File: config.mk
export PLATFORM = sky130hd
export DESIGN_NAME = axis_uart_fifo_transceiver
export DESIGN_NICKNAME = d
export VERILOG_FILES = /design/src/rtl/axis_uart_fifo_transceiver.sv
export SDC_FILE = /design/constraint.sdc
export NUM_CORES = 1
export LEC_CHECK = 0
export ABC_AREA = 1
export ABC_CLOCK_PERIOD_IN_PS = 5500
export CORE_MARGIN = 3
export CORE_UTILIZATION = 26
export DETAILED_ROUTE_END_ITERATION = 10
export DONT_BUFFER_PORTS = 1
export GPL_TIMING_DRIVEN = 0
export PLACE_DENSITY = 0.5
export RECOVER_POWER = 50
export SETUP_SLACK_MARGIN = 0.2
export SLEW_MARGIN = 20
export SYNTH_ARGS = -nofsm -noshare
export SYNTH_HDL_FRONTEND = slang
export SYNTH_HIERARCHICAL = 1
export SYNTH_SLANG_ARGS = --single-unit
File: constraint.sdc
create_clock -name aclk -period 5.5 [get_ports aclk]
set_clock_uncertainty 0.15 [all_clocks]
set_input_delay 0 -clock aclk [delete_from_list [all_inputs] [get_ports aclk]]
set_output_delay 0 -clock aclk [all_outputs]
set_load 0.03 [all_outputs]
File: src/rtl/axis_uart_fifo_transceiver.sv
// AXI-Stream UART transceiver with configurable framing and TX/RX FIFOs.
// Everything runs on aclk; uart_rx is brought in through a 2-FF synchroniser.

module axis_uart_fifo_transceiver_fifo #(
  parameter int WIDTH = 8,
  parameter int DEPTH = 16
) (
  input  logic             aclk,
  input  logic             areset,
  input  logic             wr_en,
  input  logic [WIDTH-1:0] wr_data,
  input  logic             rd_en,
  output logic [WIDTH-1:0] rd_data,
  output logic             full,
  output logic             empty
);
  localparam int AW = $clog2(DEPTH);

  logic [WIDTH-1:0] mem [DEPTH];
  logic [AW:0]      wr_ptr_reg;
  logic [AW:0]      rd_ptr_reg;
  logic             push;
  logic             pop;

  // Extra pointer MSB separates full from empty when the indices match.
  assign empty   = (wr_ptr_reg == rd_ptr_reg);
  assign full    = (wr_ptr_reg[AW] != rd_ptr_reg[AW]) &&
                   (wr_ptr_reg[AW-1:0] == rd_ptr_reg[AW-1:0]);
  assign push    = wr_en && !full;
  assign pop     = rd_en && !empty;
  assign rd_data = mem[rd_ptr_reg[AW-1:0]];

  always_ff @(posedge aclk) begin
    if (push) begin
      mem[wr_ptr_reg[AW-1:0]] <= wr_data;
    end
  end

  always_ff @(posedge aclk) begin
    if (areset) begin
      wr_ptr_reg <= '0;
      rd_ptr_reg <= '0;
    end else begin
      if (push) wr_ptr_reg <= wr_ptr_reg + (AW+1)'(1);
      if (pop)  rd_ptr_reg <= rd_ptr_reg + (AW+1)'(1);
    end
  end
endmodule

module axis_uart_fifo_transceiver #(
  parameter int CLK_FREQ   = 100_000_000,
  parameter int BAUD       = 115200,
  parameter int DATA_BITS  = 8,
  parameter int PARITY     = 2,
  parameter int STOP_BITS  = 1,
  parameter int FIFO_DEPTH = 16
) (
  input  logic       aclk,
  input  logic       areset,
  input  logic       uart_rx,
  output logic       uart_tx,
  input  logic [7:0] s_axis_tdata,
  input  logic       s_axis_tvalid,
  output logic       s_axis_tready,
  output logic [7:0] m_axis_tdata,
  output logic       m_axis_tvalid,
  input  logic       m_axis_tready,
  output logic       rx_done,
  output logic [1:0] rx_error,
  output logic       rx_overflow,
  output logic       tx_done
);
  localparam int             DIV         = (CLK_FREQ + BAUD / 2) / BAUD;
  localparam int             CW          = $clog2(DIV);
  localparam logic [CW-1:0]  RELOAD      = CW'(DIV - 1);
  localparam logic [CW-1:0]  HALF_RELOAD = CW'(DIV / 2 - 1);
  localparam logic [2:0]     LAST_BIT    = 3'(DATA_BITS - 1);
  localparam bit             HAS_PAR     = (PARITY != 0);
  localparam logic           ODD         = 1'(PARITY == 1);

  typedef enum logic [2:0] {S_IDLE, S_START, S_DATA, S_PARITY, S_STOP} state_t;

  // ---------------- TX path ----------------
  state_t                 tx_state_reg, tx_state_next;
  logic [CW-1:0]          tx_cnt_reg;
  logic [2:0]             tx_bit_reg;
  logic                   tx_stop_reg;
  logic [DATA_BITS-1:0]   tx_shift_reg;
  logic                   tx_par_reg;
  logic                   tx_tick;
  logic                   tx_last_stop;
  logic                   tx_pop;
  logic [DATA_BITS-1:0]   tx_fifo_data;
  logic                   tx_fifo_full;
  logic                   tx_fifo_empty;

  assign s_axis_tready = !tx_fifo_full && !areset;
  assign tx_tick       = (tx_cnt_reg == '0);
  assign tx_last_stop  = (tx_stop_reg == 1'(STOP_BITS - 1));

  axis_uart_fifo_transceiver_fifo #(.WIDTH(DATA_BITS), .DEPTH(FIFO_DEPTH)) u_tx_fifo (
    .aclk    (aclk),
    .areset  (areset),
    .wr_en   (s_axis_tvalid && s_axis_tready),
    .wr_data (s_axis_tdata[DATA_BITS-1:0]),
    .rd_en   (tx_pop),
    .rd_data (tx_fifo_data),
    .full    (tx_fifo_full),
    .empty   (tx_fifo_empty)
  );

  always_ff @(posedge aclk) begin
    if (areset) begin
      tx_state_reg <= S_IDLE;
      tx_cnt_reg   <= RELOAD;
      tx_bit_reg   <= '0;
      tx_stop_reg  <= 1'b0;
      tx_shift_reg <= '0;
      tx_par_reg   <= 1'b0;
    end else begin
      tx_state_reg <= tx_state_next;
      if (tx_pop) begin
        tx_shift_reg <= tx_fifo_data;
        tx_par_reg   <= ^tx_fifo_data ^ ODD;
        tx_cnt_reg   <= RELOAD;
        tx_bit_reg   <= '0;
        tx_stop_reg  <= 1'b0;
      end else if (tx_state_reg != S_IDLE) begin
        if (tx_tick) begin
          tx_cnt_reg <= RELOAD;
          if (tx_state_reg == S_DATA) begin
            tx_shift_reg <= tx_shift_reg >> 1;
            tx_bit_reg   <= tx_bit_reg + 3'd1;
          end
          if (tx_state_reg == S_STOP) tx_stop_reg <= 1'b1;
        end else begin
          tx_cnt_reg <= tx_cnt_reg - CW'(1);
        end
      end
    end
  end

  // The last stop cycle pops the next entry directly so frames abut.
  always_comb begin
    tx_state_next = tx_state_reg;
    tx_pop        = 1'b0;
    case (tx_state_reg)
      S_IDLE: begin
        if (!tx_fifo_empty) begin
          tx_pop        = 1'b1;
          tx_state_next = S_START;
        end
      end
      S_START:  if (tx_tick) tx_state_next = S_DATA;
      S_DATA:   if (tx_tick && tx_bit_reg == LAST_BIT) tx_state_next = HAS_PAR ? S_PARITY : S_STOP;
      S_PARITY: if (tx_tick) tx_state_next = S_STOP;
      S_STOP: begin
        if (tx_tick && tx_last_stop) begin
          if (!tx_fifo_empty) begin
            tx_pop        = 1'b1;
            tx_state_next = S_START;
          end else begin
            tx_state_next = S_IDLE;
          end
        end
      end
      default: tx_state_next = S_IDLE;
    endcase
  end

  always_comb begin
    uart_tx = 1'b1;
    tx_done = 1'b0;
    case (tx_state_reg)
      S_START:  uart_tx = 1'b0;
      S_DATA:   uart_tx = tx_shift_reg[0];
      S_PARITY: uart_tx = tx_par_reg;
      S_STOP:   tx_done = tx_tick && tx_last_stop;
      default:  uart_tx = 1'b1;
    endcase
  end

  // ---------------- RX path ----------------
  logic                   rx_s1_reg, rx_s2_reg, rx_s3_reg;
  state_t                 rx_state_reg, rx_state_next;
  logic [CW-1:0]          rx_cnt_reg;
  logic [2:0]             rx_bit_reg;
  logic [DATA_BITS-1:0]   rx_shift_reg;
  logic                   rx_perr_reg;
  logic                   rx_tick;
  logic                   rx_fall;
  logic [DATA_BITS-1:0]   rx_fifo_data;
  logic                   rx_fifo_full;
  logic                   rx_fifo_empty;

  assign rx_tick = (rx_cnt_reg == '0);
  assign rx_fall = rx_s3_reg && !rx_s2_reg;

  always_ff @(posedge aclk) begin
    if (areset) begin
      rx_s1_reg <= 1'b1;
      rx_s2_reg <= 1'b1;
      rx_s3_reg <= 1'b1;
    end else begin
      rx_s1_reg <= uart_rx;
      rx_s2_reg <= rx_s1_reg;
      rx_s3_reg <= rx_s2_reg;
    end
  end

  axis_uart_fifo_transceiver_fifo #(.WIDTH(DATA_BITS), .DEPTH(FIFO_DEPTH)) u_rx_fifo (
    .aclk    (aclk),
    .areset  (areset),
    .wr_en   (rx_done && !rx_fifo_full),
    .wr_data (rx_shift_reg),
    .rd_en   (m_axis_tvalid && m_axis_tready),
    .rd_data (rx_fifo_data),
    .full    (rx_fifo_full),
    .empty   (rx_fifo_empty)
  );

  // IDLE keeps the counter preloaded with a half bit so START samples mid-bit.
  always_ff @(posedge aclk) begin
    if (areset) begin
      rx_state_reg <= S_IDLE;
      rx_cnt_reg   <= HALF_RELOAD;
      rx_bit_reg   <= '0;
      rx_shift_reg <= '0;
      rx_perr_reg  <= 1'b0;
    end else begin
      rx_state_reg <= rx_state_next;
      if (rx_state_reg == S_IDLE) begin
        rx_cnt_reg  <= HALF_RELOAD;
        rx_bit_reg  <= '0;
        rx_perr_reg <= 1'b0;
      end else if (rx_tick) begin
        rx_cnt_reg <= RELOAD;
        if (rx_state_reg == S_DATA) begin
          rx_shift_reg <= {rx_s2_reg, rx_shift_reg[DATA_BITS-1:1]};
          rx_bit_reg   <= rx_bit_reg + 3'd1;
        end
        if (rx_state_reg == S_PARITY) rx_perr_reg <= rx_s2_reg ^ (^rx_shift_reg) ^ ODD;
      end else begin
        rx_cnt_reg <= rx_cnt_reg - CW'(1);
      end
    end
  end

  always_comb begin
    rx_state_next = rx_state_reg;
    case (rx_state_reg)
      S_IDLE:   if (rx_fall) rx_state_next = S_START;
      S_START:  if (rx_tick) rx_state_next = rx_s2_reg ? S_IDLE : S_DATA;
      S_DATA:   if (rx_tick && rx_bit_reg == LAST_BIT) rx_state_next = HAS_PAR ? S_PARITY : S_STOP;
      S_PARITY: if (rx_tick) rx_state_next = S_STOP;
      S_STOP:   if (rx_tick) rx_state_next = S_IDLE;
      default:  rx_state_next = S_IDLE;
    endcase
  end

  always_comb begin
    rx_done       = (rx_state_reg == S_STOP) && rx_tick;
    rx_error      = rx_done ? {!rx_s2_reg, rx_perr_reg} : 2'b00;
    rx_overflow   = rx_done && rx_fifo_full;
    m_axis_tvalid = !rx_fifo_empty;
    m_axis_tdata  = m_axis_tvalid ? 8'(rx_fifo_data) : 8'h00;
  end
endmodule

After elaboration in Yosys (flattened, before gate mapping)
Memory sizes are Yosys's and may differ from the RTL's. A register that Yosys moved wholly into a read port is not among the register bits.
Index checks and enable logic that the tools add are counted.
Widths: inputs -> output; s select.
{ "totals": {"in_bits": 13, "regBits": 74, "mem_count": 2, "ramBits": 256} }
{ "classes": {"n_reduce_logical": 43, "addsub": 8, "n_bitwise": 3, "mux": 35, "eq_ne": 26} }
{ "memory_table": {"columns": ["name", "depth", "width", "read_ports", "rd_ports_with_merged_regs", "wr", "line", "rtl"], "rows": [
  ["u_rx_fifo.mem", 16, 8, 1, 1, 1, "19", "logic [WIDTH-1:0] mem [DEPTH];"],
  ["u_tx_fifo.mem", 16, 8, 1, 1, 1, "19", null]
]} }
{ "ops": {"columns": ["operator", "n"], "rows": [
  ["$mux 8", 5],
  ["$mux 3", 10],
  ["$pmux 3 s5", 2],
  ["$add 5x1->5 const B", 4],
  ["$logic_not 10->1", 2],
  ["$mux 10", 2],
  ["$sub 10x1->10 const B", 2],
  ["$logic_and 1x1->1", 16],
  ["$mux 4", 4],
  ["$reduce_xor 8->1", 2],
  ["$ne 2x2->1 const B", 7],
  ["$eq 3x2->1 const B", 4],
  ["$eq 3x3->1 const B", 4],
  ["$reduce_and 3->1", 4],
  ["$eq 5x5->1", 2],
  ["$reduce_and 5->1", 2],
  ["$eq 4x4->1", 2],
  ["$mux 1", 8],
  ["$add 3x1->3 const B", 2],
  ["$eq 3x1->1 const B", 2],
  ["$logic_not 1->1", 6],
  ["$logic_not 3->1", 2],
  ["$ne 2x1->1 const B", 3],
  ["$reduce_bool 2->1", 3],
  ["10 further kinds", 15]
]} }

Depth between registers and ports, before layout
{ "logic_depth": {"word_depth": 8, "depth_mapped": 16, "mapped_depth_nobuf": 16} }

Cells and area by module
The synthesis kept the hierarchy.
{ "modules_own_cells": {"columns": ["module", "cells_each", "area_each_um2", "n_inst"], "rows": [
  ["axis_uart_fifo_transceiver_fifo", 533, 6040.8, 2],
  ["axis_uart_fifo_transceiver", 414, 2887.8, 1]
]} }

Worst setup path before layout
OpenSTA, ideal clock, no wires.
{ "synth_timing": {"kind": "register -> register", "start": "register rx_cnt_reg[0]", "end": "memory u_rx_fifo.mem[7][0] (enable)", "arrival_ns": 2.761, "required_time_ns": 4.967, "n_path_buf": 0, "synth_period_minus_slack_ns": 3.295, "setup_time_ns": 0.383, "path_stages_with_launch": 11, "path_slack_ns": 2.205, "path_cell_list": "dfxtp_1 inv_1 ha_1 nand3_2 nor2_2 nand3_1 nor2_1 inv_1 nor2_1 nand2_1 nor3_1"} }
{ "synth_between": {"elab_chain_cells": 6} }
{ "synth_lines": {"columns": ["item", "line", "rtl"], "rows": [
  ["start: declaration", "186", "logic [CW-1:0] rx_cnt_reg;"],
  ["start signal: assignment", "244", "rx_cnt_reg <= rx_cnt_reg - CW'(1);"],
  ["$logic_not 10->1", "196", "assign rx_tick = (rx_cnt_reg == '0);"],
  ["$logic_and 1x1->1", "262", "rx_done = (rx_state_reg == S_STOP) && rx_tick;"],
  ["net rx_done", "68", "output logic rx_done,"],
  ["$logic_and 1x1->1", "214", ".wr_en (rx_done && !rx_fifo_full),"],
  ["$logic_and 1x1->1", "29", "assign push = wr_en && !full;"],
  ["$mux 1", "34", "if (push) begin"],
  ["$mux 1 (implied by the code)", "35", "mem[wr_ptr_reg[AW-1:0]] <= wr_data;"],
  ["end: declaration", "19", null]
]} }
The timed path passes the listed nets, and every way through them passes these cells.

Worst setup path after layout
{ "layout_timing": {"start": "register rx_cnt_reg[0]", "end": "memory u_rx_fifo.mem[3][0] (enable)"} }
Same word-level chain as after synthesis.

==> qor.txt <==
Starting Density - 26.4%
N_diodes - 0
Vias in the first global route - 10094
CTS buffer count - 37
Internal power - 4.52 mW
Post-DP HPWL - 25200 um
Vias - 10271
Worst setup EP type - flop
Fmax - 0.250 GHz
Power Density - 365 nW/um^2
Xor/xnor share of the synthesized area - 1.27%
RSZ-0062 raised after global routing - false
Clock tree buffer depth - 3
Most used DFF post-synth - edfxtp_1
Max stage delay on crit path - 0.76 ns
Mux cell area share after synthesis - 0%
Port-buffer cells - 0
Slew @ Worst Pin - 1.20 ns
Residual DRC - 0
Fin Setup TNS - 0 ns
Hold Buf Count CTS - 15
Clock-pin slew on the worst setup and hold paths - 0.06 ns
Die ar. - 60500 um^2
Die Ht - 246 um
Combinational fraction of design power - 16.5%
Post-CTS Resized - 0
Sequential power share - 45.5%
Wire per inst - 15.9 um
NumNets Final - 1563
Static leakage - 6.32 nW
Share of layout cells above drive strength 1 - 8.40%
Fin util - 30.3%
Antenna viol nets, final - 0
Async SR Flop Fraction - 0%
CTS root buf - clkbuf_16
Synth Area in Compound Gates - 9.88%
Net Count, Synth - 1509
Crit path arrival time - 3.99 ns
Crit-path cells - inv_1, ha_1, nand3_1, nor2_1, nand3_1, nor2_1, inv_1, nor2_1, nand2_1, nor3_2
Critical path's top delay family - simple AND/OR/NAND/NOR gates
Most frequent CP cell - nor2_1
Filler Cell Count - 5858
WP data required - 5.49 ns
YS warnings - 6
Critical path peak fanout - 8
H-tree depth - 2
Hold WC Path Type - flop to flop
CTS tree - yes
First-pass GRT wire length - 57800 um
Count of pins over their slew limit - 0
Seq/Total Area, Yosys - 62.3%
Outcome - complete, no violations
Std-Cell Rows - 87
Tcrit/Tclk final - 72.6%
Peak supply drop - 0.203 mV
Largest family of logic cells by synthesized area - simple AND/OR/NAND/NOR gates
GP Congestion - 0.871
Starting DRT DRC Count - 774
Synth Area in Adders - 1.34%
Total of max-cap violations - 0
Fin crit period - 3.99 ns
P&R area growth vs syn - 14.7%
Std-Cell Core Area - 56700 um^2
# IOs - 29
Max_slew headroom - 19.7%
Synthesized flop and latch total - 338
Worst path slowest cell - nor3_2
Crit path kind - flop to flop
Critical Path Start Type - flop
Total Routed Length - 36800 um
Post-Synth Simple-Gate Area - 17.5%
Mapped Area - 15000 um^2
Largest net degree at the start of global routing - 20
Global-route usage over all layers - 12.2%
Net Sw Frac - 27.9%
Worst Path Buf+Inv - 2
Number of synthesized flops with an enable pin - 256
Clock sink count - 338
Worst-skew pair later-pin latency - 0.53 ns
Remaining Overflow, GRT - 0
Die W - 246 um
Fin. Hold Viols - 0
Final setup violation count - 0
Unique masters post-synth - 44
Clock share of power - 38.0%
Switch Pwr - 1.75 mW
Syn Area/Cell - 10.1 um^2
First drt pass iteration count - 5
Post-Syn Instances - 1480
Setup repair bufs after CTS - 0
Via/cell ratio - 4.44
Initial antenna violation count - 1
placed cells by master (no fill, tap or decap), types with 5 or more instances in the layout:
cell,n
a21oi_1,113
xnor2_1,12
nand3_1,148
nand2_2,10
clkbuf_16,37
inv_1,226
nor3_2,6
dlygate4sd3_1,15
dfxtp_1,82
ha_1,16
nand2_1,226
clkbuf_1,36
xor2_1,6
o21ai_0,77
clkinv_2,5
or2_2,5
nor2_4,5
edfxtp_1,256
nand2_4,10
clkinv_1,7
o211ai_1,64
nor3_1,8
nor2_1,114
buf_2,25
nand4_1,8
layer usage:
metal	vias up	GRT usage [%]	part of all wire, %	routed length (um)
li1	5105	-	-	-
met1	4860	16.8	47	17400
met2	242	19.7	46	16900
met3	62	1.95	4.3	1600
met4	2	3.49	2.5	913
met5	-	0	0.035	13
layout make-up:
class / count / area (um^2) / area share [%]
buffer: 57 / 253 / 1.47
clock buffer: 48 / 977 / 5.69
clock inverter: 16 / 175 / 1.02
inverter: 234 / 883 / 5.14
multi-input combinational: 851 / 4460 / 26.0
sequential: 338 / 9330 / 54.3
tap: 756 / 946 / 5.51
timing repair buffer: 15 / 150 / 0.874
cell families (layout without fill, tap and decap cells):
family | count (synthesis) | after routing
AO/OA/AOI/OAI | 260 | 260
flip-flops | 338 | 338
XOR/XNOR | 20 | 20
AND/OR/NAND/NOR | 555 | 555
buffers and inverters | 291 | 370
adder cells (fa/ha/maj) | 16 | 16
worst paths after layout:
path	from	to	slack [ns]	cells after the start
setup / recovery	rx_cnt_reg[0]$_SDFF_PP1_	u_rx_fifo/mem[3][0]$_DFFE_PP_	1.51	10
hold / removal	rx_cnt_reg[0]$_SDFF_PP1_	rx_cnt_reg[0]$_SDFF_PP1_	0.24	1
setup reg to reg	rx_cnt_reg[0]$_SDFF_PP1_	u_rx_fifo/mem[3][0]$_DFFE_PP_	1.51	10
hold reg to reg	rx_cnt_reg[0]$_SDFF_PP1_	rx_cnt_reg[0]$_SDFF_PP1_	0.24	1
synth_stat cells, types with 2 or more instances:
cell        n  area (um^2)
ha_1       16          200
inv_1     225          845
nor2_4      7         78.8
inv_2       5         18.8
o21bai_1    2         15.0
nand4_1     7         43.8
nand3b_1    2         15.0
nand2_4    11          124
buf_2      25          125
xor2_1      6         52.6
inv_4       2         12.5
o211ai_1   64          480
nand2_2    10         62.6
a21oi_1   113          566
buf_4       2         15.0
nand3_2     2         20.0
nand3_4     4         70.1
clkinv_1    2         7.51
xnor2_1    12          105
nor2_2      4         25.0
nand2_1   225          845
xnor2_2     2         32.5
nor2_1    111          417
nor3_1     12         60.1
or2_2       5         31.3
dfxtp_1    82         1640
edfxtp_1  256         7690
nand3_1   146          731
clkbuf_1   25         93.8
buf_1       4         15.0
or3_1       2         12.5
nor3_4      2         32.5
o21ai_0    76          380
per-stage QoR:
stage | hold WS (ns) | power (mW) | worst slack, ns | instance area [um^2] | cells
global route | 0.265 | 6.59 | 1.15 | 17200 | 2315
CTS | 0.248 | 6.38 | 1.35 | 17200 | 2315
detailed placement | -0.0501 | 3.95 | 1.38 | 15900 | 2236
global placement | -0.0502 | 3.93 | 1.26 | 15900 | 2236
floorplan | -0.0511 | 3.69 | 2.21 | 15000 | 1480
finish | 0.244 | 6.27 | 1.51 | 17200 | 2315
power groups by stage:
| stage | Combinational (mW) | Sequential [mW] | Clock, mW |
|---|---|---|---|
| floorplan | 0.796 | 2.90 | 0 |
| global placement | 1.02 | 2.91 | 0 |
| detailed placement | 1.04 | 2.91 | 0 |
| CTS | 1.07 | 2.86 | 2.45 |
| global route | 1.17 | 2.87 | 2.56 |
| finish | 1.03 | 2.86 | 2.38 |
No activity file was read; power rests on OpenSTA's default activity.
